==> config.mk <==
export PLATFORM = sky130hd
export DESIGN_NAME = instr_loader
export DESIGN_NICKNAME = d
export VERILOG_FILES = /design/src/rtl/instr_loader.sv
export SDC_FILE = /design/constraint.sdc
export NUM_CORES = 1
export LEC_CHECK = 0
export BUFFER_PORTS_ARGS = -buffer_cell sky130_fd_sc_hd__buf_2
export CAP_MARGIN = 0
export CORE_ASPECT_RATIO = 0.9
export CORE_MARGIN = 5
export CORE_UTILIZATION = 52
export DETAILED_ROUTE_END_ITERATION = 6
export GPL_ROUTABILITY_DRIVEN = 0
export PLACE_DENSITY = 0.78
export SYNTH_ARGS = -nofsm -noshare
export SYNTH_HDL_FRONTEND = slang
export SYNTH_SLANG_ARGS = --single-unit
==> constraint.sdc <==
create_clock -name Clk -period 2.48 [get_ports Clk]
set_input_delay 0.496 -clock Clk [delete_from_list [all_inputs] [get_ports Clk]]
set_output_delay 0.496 -clock Clk [all_outputs]
set_load 0.05 [all_outputs]
==> src/rtl/instr_loader.sv <==
// Boot-time program loader: streams machine-code words into instruction memory,
// releases the core from reset, and supervises its run until Done or timeout.
module instr_loader #(
  parameter int          IW      = 9,
  parameter int          AW      = 6,
  parameter int          DEPTH   = 64,
  parameter logic [15:0] MAX_CYC = 16'hFFFF
) (
  input  logic          Clk,
  input  logic          Reset,
  input  logic          start,
  input  logic          in_valid,
  input  logic [IW-1:0] in_data,
  input  logic          in_last,
  output logic          in_ready,
  output logic          wr_en,
  output logic [AW-1:0] wr_addr,
  output logic [IW-1:0] wr_data,
  output logic          core_reset,
  input  logic          core_done,
  output logic          busy,
  output logic          finished,
  output logic          err_overflow,
  output logic          err_timeout,
  output logic [AW:0]   word_count,
  output logic [15:0]   run_cycles
);

  typedef enum logic [2:0] {
    S_IDLE,
    S_LOAD,
    S_RUN,
    S_FINISH,
    S_ERR
  } state_t;

  localparam logic [AW:0] LAST_IDX = (AW+1)'(DEPTH - 1);
  localparam logic [AW:0] WC_ONE   = (AW+1)'(1);

  state_t          state_q, state_d;
  logic            in_ready_q, in_ready_d;
  logic            wr_en_q, wr_en_d;
  logic [AW-1:0]   wr_addr_q, wr_addr_d;
  logic [IW-1:0]   wr_data_q, wr_data_d;
  logic            core_reset_q, core_reset_d;
  logic            busy_q, busy_d;
  logic            finished_q, finished_d;
  logic            err_overflow_q, err_overflow_d;
  logic            err_timeout_q, err_timeout_d;
  logic [AW:0]     word_count_q, word_count_d;
  logic [15:0]     run_cycles_q, run_cycles_d;
  logic            xfer;
  logic [15:0]     cyc_inc;

  always_ff @(posedge Clk or negedge Reset) begin
    if (!Reset) begin
      state_q        <= S_IDLE;
      in_ready_q     <= 1'b0;
      wr_en_q        <= 1'b0;
      wr_addr_q      <= '0;
      wr_data_q      <= '0;
      core_reset_q   <= 1'b1;
      busy_q         <= 1'b0;
      finished_q     <= 1'b0;
      err_overflow_q <= 1'b0;
      err_timeout_q  <= 1'b0;
      word_count_q   <= '0;
      run_cycles_q   <= '0;
    end else begin
      state_q        <= state_d;
      in_ready_q     <= in_ready_d;
      wr_en_q        <= wr_en_d;
      wr_addr_q      <= wr_addr_d;
      wr_data_q      <= wr_data_d;
      core_reset_q   <= core_reset_d;
      busy_q         <= busy_d;
      finished_q     <= finished_d;
      err_overflow_q <= err_overflow_d;
      err_timeout_q  <= err_timeout_d;
      word_count_q   <= word_count_d;
      run_cycles_q   <= run_cycles_d;
    end
  end

  // in_ready_q mirrors state LOAD, so it alone qualifies the handshake
  assign xfer    = (state_q == S_LOAD) && in_valid && in_ready_q;
  assign cyc_inc = (run_cycles_q == MAX_CYC) ? run_cycles_q : run_cycles_q + 16'd1;

  always_comb begin
    state_d        = state_q;
    wr_en_d        = 1'b0;
    wr_addr_d      = wr_addr_q;
    wr_data_d      = wr_data_q;
    finished_d     = finished_q;
    err_overflow_d = err_overflow_q;
    err_timeout_d  = err_timeout_q;
    word_count_d   = word_count_q;
    run_cycles_d   = run_cycles_q;

    case (state_q)
      S_IDLE, S_FINISH, S_ERR: begin
        if (start) begin
          state_d        = S_LOAD;
          finished_d     = 1'b0;
          err_overflow_d = 1'b0;
          err_timeout_d  = 1'b0;
          word_count_d   = '0;
          run_cycles_d   = '0;
        end
      end
      S_LOAD: begin
        if (xfer) begin
          wr_en_d      = 1'b1;
          wr_addr_d    = word_count_q[AW-1:0];
          wr_data_d    = in_data;
          word_count_d = word_count_q + WC_ONE;
          if (in_last) begin
            state_d = S_RUN;
          end else if (word_count_q == LAST_IDX) begin
            state_d        = S_ERR;
            err_overflow_d = 1'b1;
          end
        end
      end
      S_RUN: begin
        run_cycles_d = cyc_inc;
        // Done takes priority over a budget expiring on the same cycle
        if (core_done) begin
          state_d    = S_FINISH;
          finished_d = 1'b1;
        end else if (cyc_inc == MAX_CYC) begin
          state_d       = S_ERR;
          err_timeout_d = 1'b1;
        end
      end
      default: state_d = S_IDLE;
    endcase
  end

  // Registered decodes; core_reset releases only once RUN is already the
  // current state, so the final write lands before the core starts fetching.
  always_comb begin
    in_ready_d   = (state_d == S_LOAD);
    busy_d       = (state_d == S_LOAD) || (state_d == S_RUN);
    core_reset_d = !((state_q == S_RUN) && (state_d == S_RUN));
  end

  assign in_ready     = in_ready_q;
  assign wr_en        = wr_en_q;
  assign wr_addr      = wr_addr_q;
  assign wr_data      = wr_data_q;
  assign core_reset   = core_reset_q;
  assign busy         = busy_q;
  assign finished     = finished_q;
  assign err_overflow = err_overflow_q;
  assign err_timeout  = err_timeout_q;
  assign word_count   = word_count_q;
  assign run_cycles   = run_cycles_q;

endmodule

==> impl_results.md <==
- Final min period: 2.28 ns
- Pwr/cell area: 943 nW/µm²
- Post-synthesis area per instance: 9.79 µm²
- Slew headroom: 59.3%
- Layout cells sized above 1: 33.5%
- Crit path max fanout: 11
- Hold Buf Count CTS: 0
- Initial drt markers: 241
- Diode count: 0
- Worst Path Arrival: 2.48 ns
- Syn Nets: 279
- Die X: approximately 84 µm
- VDD IR-drop max: 0.614 mV
- Power, Total: 2.91 mW
- Startpoint type of the worst setup path: flip-flop
- DP HPWL: 4610 µm
- Leakage: 1.44 nW
- Final ANT Viol Nets: 0
- Clock transition at path regs: 0.09 ns
- Vias per cell: 5.94
- Post-route design area: 3080 µm²
- CTS Sinks: 48
- Post-Route Utilization: 64.2%
- Final WL: around 6500 µm
- CORE AREA: 4800 µm²
- Vert. Die Dim: around 77 µm
- CP endpoint kind: flip-flop
- Worst Path Required: 2.68 ns
- Initial antenna violation count: 0
- TNS Setup: 0 ns
- CP Class: reg2reg
- DRC violations left: 0
- Setup Viol. Count Final: 0
- PostCTS Resize Cnt: 0
- Max Slew Vio Count: 0
- Num CTS Buffers: 5
- CTS tree: yes
- Vias in the first global route: 2240
- Total number of H-tree levels: 2
- DIE AREA: 6440 µm²
- CTS Buffer Depth: 2
- Fin Clk Skew: between 0.003 and 0.004 ns
- Status: finished, final reports clean
- Max Cap Viol: 0
- Cells after Synth: 262
- Root buf cell: clkbuf_8
- Placed Area: 2970 µm²
- Global-route wire length before repair: ~11000 µm
- Synth Cell Area: 2570 µm²
- Total area of sequential cells: 1200 µm²
- Most frequent cells in the layout: buf_2 (59), dfrtp_1 (45), nand2_1 (27), o21ai_0 (24), nor2_1 (19)
- Ports: 60
- Hold Crit Class: in2async
- # nets final: 344
- Highest clock rate: 438 MHz
- Total vias in the final route: between 2000 and 2500
- Period utilization: 92.1%
- Insertion delay to the later sink of the worst-skew pair: 0.30 ns
- Worst hold slack: 0.272 ns
- #FFs+latches synth: 48
- FP Rows: 24
- Buffers on Ports: 59
- Register area share after synthesis: 46.9%
- Area of the multi-input gates: 1280 µm²
- Leading cell type in the layout, fill and taps excluded: buf_2
- Post-CTS Setup Bufs: 0
- Drt wl/cell: 16.5 µm
- Post-synth cell types: 55
- Initial Utilization: 53.4%
- Unrepaired setup endpoints after global routing: no
- Warnings from Yosys: 0
- Worst-margin pin slew: 0.611 ns
- Hold Fails Final Rpt: 0
- Drt first pass iters: 5
- Layout area overhead: 20.1%
- GRT Overall Usage: between 20 and 25%
- Remaining Overflow, GRT: 0
- Largest net degree at the start of global routing: 49
- Fill cell count: 425
[synthesized netlist by cell type (all sizes together)]
| master | n | area (µm²) |
|---|---|---|
| nand4 | 9 | 77.6 |
| and4 | 3 | 27.5 |
| a211o | 1 | 8.76 |
| mux2 | 18 | 203 |
| a21oi | 13 | 65.1 |
| a21boi | 2 | 15.0 |
| a22o | 2 | 17.5 |
| o31ai | 6 | 45.0 |
| a31oi | 5 | 31.3 |
| inv | 6 | 22.5 |
| ha | 2 | 25.0 |
| a21o | 3 | 22.5 |
| mux2i | 2 | 20.0 |
| xor2 | 5 | 43.8 |
| o21a | 1 | 7.51 |
| nor3b | 1 | 7.51 |
| nand2b | 1 | 6.26 |
| nor4 | 7 | 50.1 |
| nor3 | 3 | 15.0 |
| o2bb2ai | 1 | 8.76 |
| dfstp | 1 | 26.3 |
| o21ai | 26 | 130 |
| o41ai | 1 | 8.76 |
| nor2 | 19 | 71.3 |
| a41oi | 2 | 17.5 |
| and4b | 1 | 10.0 |
| nor2b | 3 | 18.8 |
| or3 | 1 | 6.26 |
| clkbuf | 4 | 16.3 |
| and3 | 4 | 26.3 |
| and2 | 5 | 31.3 |
| buf | 8 | 40.0 |
| a211oi | 2 | 32.5 |
| or4 | 3 | 26.3 |
| dfrtp | 47 | 1180 |
| a22oi | 1 | 7.51 |
| a32oi | 1 | 8.76 |
| a32o | 1 | 10.0 |
| nand3 | 12 | 65.1 |
| nand2 | 28 | 108 |
| o211a | 1 | 10.0 |
[power by group]
group	switching, mW	internal [mW]	total (mW)	leakage, nW
registers	0.118	0.948	1.07	0.629
logic	0.911	0.361	1.27	0.755
clock network	0.272	0.299	0.571	0.0541
total	1.30	1.61	2.91	1.44
[kinds of logic (layout without fill, tap and decap cells)]
| family | after synthesis | after routing | share of synthesized area [%] |
|---|---|---|---|
| and+or+nand+nor | 100 | 100 | 21.3 |
| muxes | 20 | 20 | 8.68 |
| DFF | 48 | 48 | 46.9 |
| AOI/OAI and AO/OA | 69 | 69 | 17.4 |
| xor gates and xnor gates | 5 | 5 | 1.71 |
| adders and majority gates | 2 | 2 | 0.975 |
| buffers and inverters | 18 | 84 | 3.07 |
[per-stage QoR]
stage	std cells	setup WS, ns
3_5_place_dp	385	0.237
3_3_place_gp	385	0.308
4_1_cts	393	0.211
6_report	393	0.195
5_1_grt	393	0.0382
2_1_floorplan	262	0.0712
[registers in the layout (all words and copies together), names as in the netlist]
| register | flops |
|---|---|
| in_ready | 1 |
| wr_addr | 6 |
| busy | 1 |
| err_overflow | 1 |
| wr_data | 9 |
| run_cycles | 16 |
| core_reset | 1 |
| finished | 1 |
| state_q | 3 |
| wr_en | 1 |
| word_count | 7 |
| err_timeout | 1 |
[worst paths after layout]
kind | start | end | slack (ns) | cells after the start
max in group asynchronous | Reset | run_cycles[0]$_DFFE_PN0P_ | 1.77 | 2
max reg2reg | run_cycles[2]$_DFFE_PN0P_ | state_q[1]$_DFF_PN0_ | 0.20 | 6
max | run_cycles[2]$_DFFE_PN0P_ | state_q[1]$_DFF_PN0_ | 0.20 | 6
min reg2reg | wr_addr[5]$_DFFE_PN0P_ | wr_addr[5]$_DFFE_PN0P_ | 0.51 | 1
min | Reset | run_cycles[10]$_DFFE_PN0P_ | 0.27 | 2
min in group Clk | in_data[2] | wr_data[2]$_DFFE_PN0P_ | 0.42 | 2
[worst max-delay path, cell delays in order, from the launching register on]
cell	delay, ns
dfrtp_1	0.52
and3_1	0.38
nand3_1	0.18
or4_1	0.45
a211oi_2	0.26
nand4_2	0.18
a21o_1	0.21
[layout make-up]
type                    instances  area share (%)
clock buffers                   5            2.23
clock inverters                 3            1.38
inverters                       6           0.731
multi-input cells             196            41.7
flip-flops and latches         48            39.1
well taps                      65            2.64
repair buffers                 70            12.3
[metal layers]
layer / vias to the layer above / global-route usage (%) / share of wire, %
met4: 0 / 5.47 / 0.77
li1: 1096 / - / -
met2: 117 / 30.6 / 46
met3: 7 / 6.81 / 9.6
met1: 1115 / 27.3 / 44
met5: - / 0 / 0
No activity file was read; power rests on OpenSTA's default activity.
